===== src/rtl/gpio_pkg.sv =====
// rtl/gpio_pkg.sv - shared address map, limits and types for the gpio_ports block.
package gpio_pkg;

  typedef logic [3:0] gpio_addr_t;

  localparam int         GPIO_NPORTS_MAX = 4;
  localparam int         GPIO_WIDTH_MAX  = 8;

  localparam gpio_addr_t GPIO_A_IER = 4'd8;
  localparam gpio_addr_t GPIO_A_POL = 4'd9;
  localparam gpio_addr_t GPIO_A_IFR = 4'd10;

endpackage


===== src/rtl/gpio_sync2.sv =====
// rtl/gpio_sync2.sv - parametrised-width two-flop synchroniser, sync active-high reset to 0.
module gpio_sync2 #(
  parameter int W = 1
) (
  input  logic         clk,
  input  logic         rst,
  input  logic [W-1:0] d,
  output logic [W-1:0] q
);

  logic [W-1:0] s1_q, s2_q;

  always_ff @(posedge clk) begin
    if (rst) begin
      s1_q <= '0;
      s2_q <= '0;
    end else begin
      s1_q <= d;
      s2_q <= s1_q;
    end
  end

  assign q = s2_q;

endmodule


===== src/rtl/gpio_ports.sv =====
// rtl/gpio_ports.sv - NPORTS x WIDTH bidirectional ports with data/DDR registers and registered reads.
// Define GPIO_EDGE_IRQ_EN to add per-port MSB edge flags, IER/polarity/IFR registers and irq.
module gpio_ports
  import gpio_pkg::*;
#(
  parameter int NPORTS = 2,
  parameter int WIDTH  = 8
) (
  input  logic                    clk,
  input  logic                    rst,
  input  logic                    enable,
  input  logic                    we_n,
  input  gpio_addr_t              A,
  input  logic [WIDTH-1:0]        DI,
  output logic [WIDTH-1:0]        DO,
  output logic                    OE,
  input  logic [NPORTS*WIDTH-1:0] PI,
  output logic [NPORTS*WIDTH-1:0] PO,
  output logic [NPORTS*WIDTH-1:0] POE,
  output logic                    irq
);

  localparam int NW     = NPORTS * WIDTH;
  localparam int PSEL_W = $clog2(GPIO_NPORTS_MAX);

  logic              rd_req, wr_req;
  logic              port_hit, is_ddr;
  logic [PSEL_W-1:0] port_sel;
  logic [NW-1:0]     pi_s, merged;
  logic [NW-1:0]     po_q, po_d, poe_q, poe_d;
  logic [WIDTH-1:0]  port_rdata, irq_rdata;
  logic [WIDTH-1:0]  do_q, do_d;
  logic              oe_q, oe_d;

  assign rd_req   = enable & we_n;
  assign wr_req   = enable & ~we_n;
  assign port_sel = A[PSEL_W:1];
  assign is_ddr   = A[0];
  assign port_hit = ~A[3] && (int'(port_sel) < NPORTS);

  gpio_sync2 #(.W(NW)) u_sync (
    .clk (clk),
    .rst (rst),
    .d   (PI),
    .q   (pi_s)
  );

  // Output pins read back their own register; input pins read the synchronised pad.
  assign merged = (po_q & poe_q) | (pi_s & ~poe_q);

  always_comb begin
    po_d       = po_q;
    poe_d      = poe_q;
    port_rdata = '0;
    for (int p = 0; p < NPORTS; p++) begin
      if (port_hit && (port_sel == PSEL_W'(p))) begin
        port_rdata = is_ddr ? poe_q[p*WIDTH +: WIDTH] : merged[p*WIDTH +: WIDTH];
        if (wr_req) begin
          if (is_ddr) begin
            poe_d[p*WIDTH +: WIDTH] = DI;
          end else begin
            po_d[p*WIDTH +: WIDTH] = DI;
          end
        end
      end
    end
  end

`ifdef GPIO_EDGE_IRQ_EN
  logic [NPORTS-1:0] ier_q, ier_d;
  logic [NPORTS-1:0] pol_q, pol_d;
  logic [NPORTS-1:0] ifr_q, ifr_d;
  logic [NPORTS-1:0] prev_q, cur_msb, edge_hit, di_mask;
  logic              irq_q;

  function automatic logic [WIDTH-1:0] widen(input logic [NPORTS-1:0] v);
    logic [WIDTH-1:0] r;
    r = '0;
    for (int b = 0; b < WIDTH; b++) begin
      if (b < NPORTS) r[b] = v[b % NPORTS];
    end
    return r;
  endfunction

  always_comb begin
    cur_msb = '0;
    di_mask = '0;
    for (int p = 0; p < NPORTS; p++) begin
      cur_msb[p] = pi_s[p*WIDTH + WIDTH - 1];
      di_mask[p] = (p < WIDTH) ? DI[p % WIDTH] : 1'b0;
    end
  end

  assign edge_hit = (pol_q & cur_msb & ~prev_q) | (~pol_q & ~cur_msb & prev_q);

  always_comb begin
    ier_d     = ier_q;
    pol_d     = pol_q;
    ifr_d     = ifr_q;
    irq_rdata = '0;
    case (A)
      GPIO_A_IER: begin
        irq_rdata = widen(ier_q);
        if (wr_req) ier_d = di_mask;
      end
      GPIO_A_POL: begin
        irq_rdata = widen(pol_q);
        if (wr_req) pol_d = di_mask;
      end
      GPIO_A_IFR: begin
        irq_rdata = widen(ifr_q);
        if (rd_req) ifr_d = '0;
        if (wr_req) ifr_d = ifr_q & ~di_mask;
      end
      default: ;
    endcase
    // A fresh edge beats a clear landing in the same cycle.
    ifr_d = ifr_d | edge_hit;
  end

  always_ff @(posedge clk) begin
    if (rst) begin
      ier_q  <= '0;
      pol_q  <= '0;
      ifr_q  <= '0;
      prev_q <= '0;
      irq_q  <= 1'b0;
    end else begin
      ier_q  <= ier_d;
      pol_q  <= pol_d;
      ifr_q  <= ifr_d;
      prev_q <= cur_msb;
      irq_q  <= |(ifr_q & ier_q);
    end
  end

  assign irq = irq_q;
`else
  assign irq_rdata = '0;
  assign irq       = 1'b0;
`endif

  always_comb begin
    do_d = do_q;
    oe_d = 1'b0;
    if (rd_req) begin
      oe_d = 1'b1;
      do_d = port_hit ? port_rdata : irq_rdata;
    end
  end

  always_ff @(posedge clk) begin
    if (rst) begin
      po_q  <= '0;
      poe_q <= '0;
      do_q  <= '0;
      oe_q  <= 1'b0;
    end else begin
      po_q  <= po_d;
      poe_q <= poe_d;
      do_q  <= do_d;
      oe_q  <= oe_d;
    end
  end

  assign PO  = po_q;
  assign POE = poe_q;
  assign DO  = do_q;
  assign OE  = oe_q;

endmodule


===== config.mk =====
export PLATFORM = sky130hd
export DESIGN_NAME = gpio_ports
export DESIGN_NICKNAME = d
export VERILOG_FILES = /design/src/rtl/gpio_pkg.sv /design/src/rtl/gpio_sync2.sv /design/src/rtl/gpio_ports.sv
export SDC_FILE = /design/constraint.sdc
export NUM_CORES = 1
export LEC_CHECK = 0
export ABC_CLOCK_PERIOD_IN_PS = 1200
export BUFFER_PORTS_ARGS = -buffer_cell sky130_fd_sc_hd__buf_2
export CELL_PAD_IN_SITES_DETAIL_PLACEMENT = 1
export CELL_PAD_IN_SITES_GLOBAL_PLACEMENT = 1
export CORE_MARGIN = 2
export CORE_UTILIZATION = 36
export DETAILED_ROUTE_END_ITERATION = 8
export GPL_TIMING_DRIVEN = 0
export PLACE_DENSITY_LB_ADDON = 0.1
export SETUP_SLACK_MARGIN = 0.4
export SLEW_MARGIN = 20
export SYNTH_ARGS = -nofsm -noshare
export SYNTH_HDL_FRONTEND = slang
export SYNTH_SLANG_ARGS = --single-unit

===== constraint.sdc =====
create_clock -name clk -period 1.2 [get_ports clk]
set_input_delay 0.24 -clock clk [delete_from_list [all_inputs] [get_ports clk]]
set_output_delay 0.24 -clock clk [all_outputs]
set_load 0.005 [all_outputs]

==> impl_results.md <==
* Synth area leader: dfxtp_1
* Clock-pin slew of the registers on the worst-case setup and hold paths at roughly 0.080 ns
* 1st-iter DRT viols at 52
* Synthesized area at approximately 2800 um^2
* Cts bufs inserted at 9
* CP max stage delay at 0.57 ns
* Worst hold path stage count at 2
* Global route overflow at 0
* Peak supply drop at a little over 600 uV
* Antenna fix cells at 0
* Largest net degree at the start of global routing at 15
* CTS tree: built
* Reg2reg end: DO[7]
* Seq cells post-synth at 73
* Worst-Skew Late Latency at 0.34 ns
* Mapped Cells at 263
* Endpoint class of the critical path: flip-flop
* Tcrit/Tclk final at 94.1%
* Final setup viols at 0
* I/O pin total at 74
* Metal2 WL at 4470 um
* Fmax at roughly 890 MHz
* Worst Hold Class: primary input to flip-flop
* Die ar. at 8470 um^2
* # hold bufs at CTS at 0
* Core Area at 7610 um^2
* CP Data Arrival Time at 1.40 ns
* Most common cell in the netlist: dfxtp_1
* Share of cells above drive strength 1 at roughly 54%
* Async S/R FF share, synth at 0%
* Top_reg_cell synth: dfxtp_1
* GPL Wtd Cong at 0.774
* Fin. max-slew vios at 0
* Vias at 2335
* Synth area leaders: dfxtp_1, mux2i_1, nand2b_1, nor2b_1, o311ai_0
* Post-synth cell types at 21
* ANT nets after route at 0
* Drt first pass iters at 4
* WP buf/inv at 2
* Worst path required time at 1.47 ns
* CTS max path bufs at 2
* Synth Warn # at 0
* DP Area at 3320 um^2
* Syn Nets at 295
* Die width at 92.0 um
* Initial Util at 36.7%
* Post-synthesis sequential area ratio at 52.4%
* Worst-path maximum fanout at 4
* Final hold violation count at 0
* Syn_area_per_cell at 10.6 um^2
* Register-to-register setup slack at 0.16 ns
* Worst Hold End: u_sync.s1_q[12]
* Pwr dens at between 1000 and 1500 nW/um^2
* Vias in the first global route at 2424
* RSZ-0062 raised after global routing: true
* Drt wl/cell at roughly 18 um
* Max layer used: met4
* Critical R2R Launch: POE[7]
* Port buffer count at between 70 and 80
* Chip height at 92.0 um
* Post-Route M1 WL at 3500 um
* Most frequent cells after synthesis: dfxtp_1, nand2b_1, mux2i_1, nor2b_1, inv_1
* Final instance area at 4240 um^2
* Post-synth EDFFs at 0
* Final setup margin at slightly above 0.07 ns
* Met3 routed WL at approximately 340 um
* HP Start: PI[12]
* Status: finished, final reports clean
* Detail Placement HPWL at around 5500 um
* Initial antenna violation count at 0
* Leakage at between 0.0015 and 0.002 uW
* DRC viols at 0
* Vias per cell at 4.84
* CP Cell Sequence: buf_8 > or4b_4 > nor3_4 > buf_12 > mux2i_1
* Final wirelength at 8480 um
* Setup Slack @ Placement at -0.564 ns
* Clock Skew at ~0.0092 ns
* CP Launch Type: primary input
* Top Family by Delay on Critical Path: simple AND/OR/NAND/NOR gates
* Crit path kind: primary input to flip-flop
* H-tree depth at 3
* Clock sink count at 73
* Cells on worst reg2reg path at 4
* MaxCap Viol Count at 0
* Min Tclk post-route at 1.13 ns
* CTS Root Cell: clkbuf_8
* First-pass GRT wire length at 12600 um
* Fin nets at 407
* Slowest-stage cell, CP: or4b_4
* Global Route Usage Sum at 20.2%
* Num rows at 32
* Synth top area share at about 52%
* Layout area overhead at 52.0%
[flip-flops by register name (all words and copies together) (netlist names)]
register     flops
POE             16
PO              16
u_sync.q        16
u_sync.s1_q     16
DO               8
OE               1
[stage by stage]
stage | utilization, % | cells | hold slack, ns | TNS [ns] | power [uW]
5_1_grt | 55.7 | 482 | 0.106 | 0 | 5120
4_1_cts | 51.5 | 478 | 0.0857 | 0 | 4930
6_report | 55.7 | 482 | 0.102 | 0 | 4920
2_1_floorplan | - | 263 | 0.368 | -0.504 | 2760
3_3_place_gp | 43.7 | 436 | 0.419 | -15.51 | 2900
3_5_place_dp | 43.7 | 436 | 0.428 | -15.60 | 2910
[layer usage]
layer	vias up	GRT usage (%)
met5	-	0
met4	0	9.95
met3	10	3.78
met2	51	36.2
met1	1146	22.9
li1	1128	-
[cell families after synthesis]
group                  count (synthesis)  share of synthesized area (%)
AND/OR/NAND/NOR                       83                           20.5
other                                  1                          0.134
flip-flops                            73                           52.4
multiplexers                          32                           11.5
buffers and inverters                 33                           4.58
AO/OA/AOI/OAI                         41                           10.9
[worst register-to-register path, cell delays in order, from the launching register on]
cell and delay, ns:
dfxtp_2 0.33, buf_4 0.14, o21ai_1 0.09, o311ai_2 0.12
a32o_1 0.27
[worst max-delay path by stage]
stage / startpoint / endpoint / slack, ns / cells past startpoint
2_1_floorplan: A[2] / POE[11] / -0.09 / 3
3_3_place_gp: A[1] / PO[10] / -0.56 / 4
3_5_place_dp: A[1] / PO[8] / -0.56 / 4
4_1_cts: we_n / POE[13] / 0.05 / 5
5_1_grt: A[2] / POE[14] / 0.04 / 5
6_report: A[2] / POE[14] / 0.07 / 5
[what timing repair did]
| item | CTS | global route |
|---|---|---|
| setup buffers | 26 | 4 |
| pin swaps | 20 | 13 |
| hold endpoints to repair | 0 | 0 |
| resized for setup | 70 | 60 |
| endpoints found under the setup margin | 84 | 105 |
| gates cloned | 0 | 0 |
[report_power, final]
part           internal, uW  switching (uW)  total [uW]  leakage [uW]
Combinational           214             235         449       0.00115
Sequential             2480            23.6        2500      0.000616
Clock                   978             989        1970      0.000100
Total                  3670            1250        4920       0.00186
[cells in the final DEF (no fill, tap or decap), types with 2 or more instances in the layout]
master and instances:
a32o_1 8, dfxtp_1 33, o21ai_1 4, buf_2 52
clkbuf_2 2, o21ai_4 2, nor3_4 2, o311ai_2 11
nand3_4 4, o311ai_1 3, mux2i_1 32, inv_1 18
inv_6 2, o311ai_4 2, dfxtp_2 39, buf_6 29
nand2b_1 40, o21ai_2 10, clkinv_4 2, clkbuf_4 7
clkbuf_8 12, buf_8 2, buf_4 20, nor2b_1 32
[cell type report]
cell class                 count  area, um^2
clock buffer                   9         124
clock inverter                 7        77.6
fill                         860        3370
tap                          102         128
multi-input combinational    157        1440
buffer                        15         121
timing repair buffer         101         769
sequential                    73        1510
inverter                      18        67.6
Power figures use the tool's default switching activity.
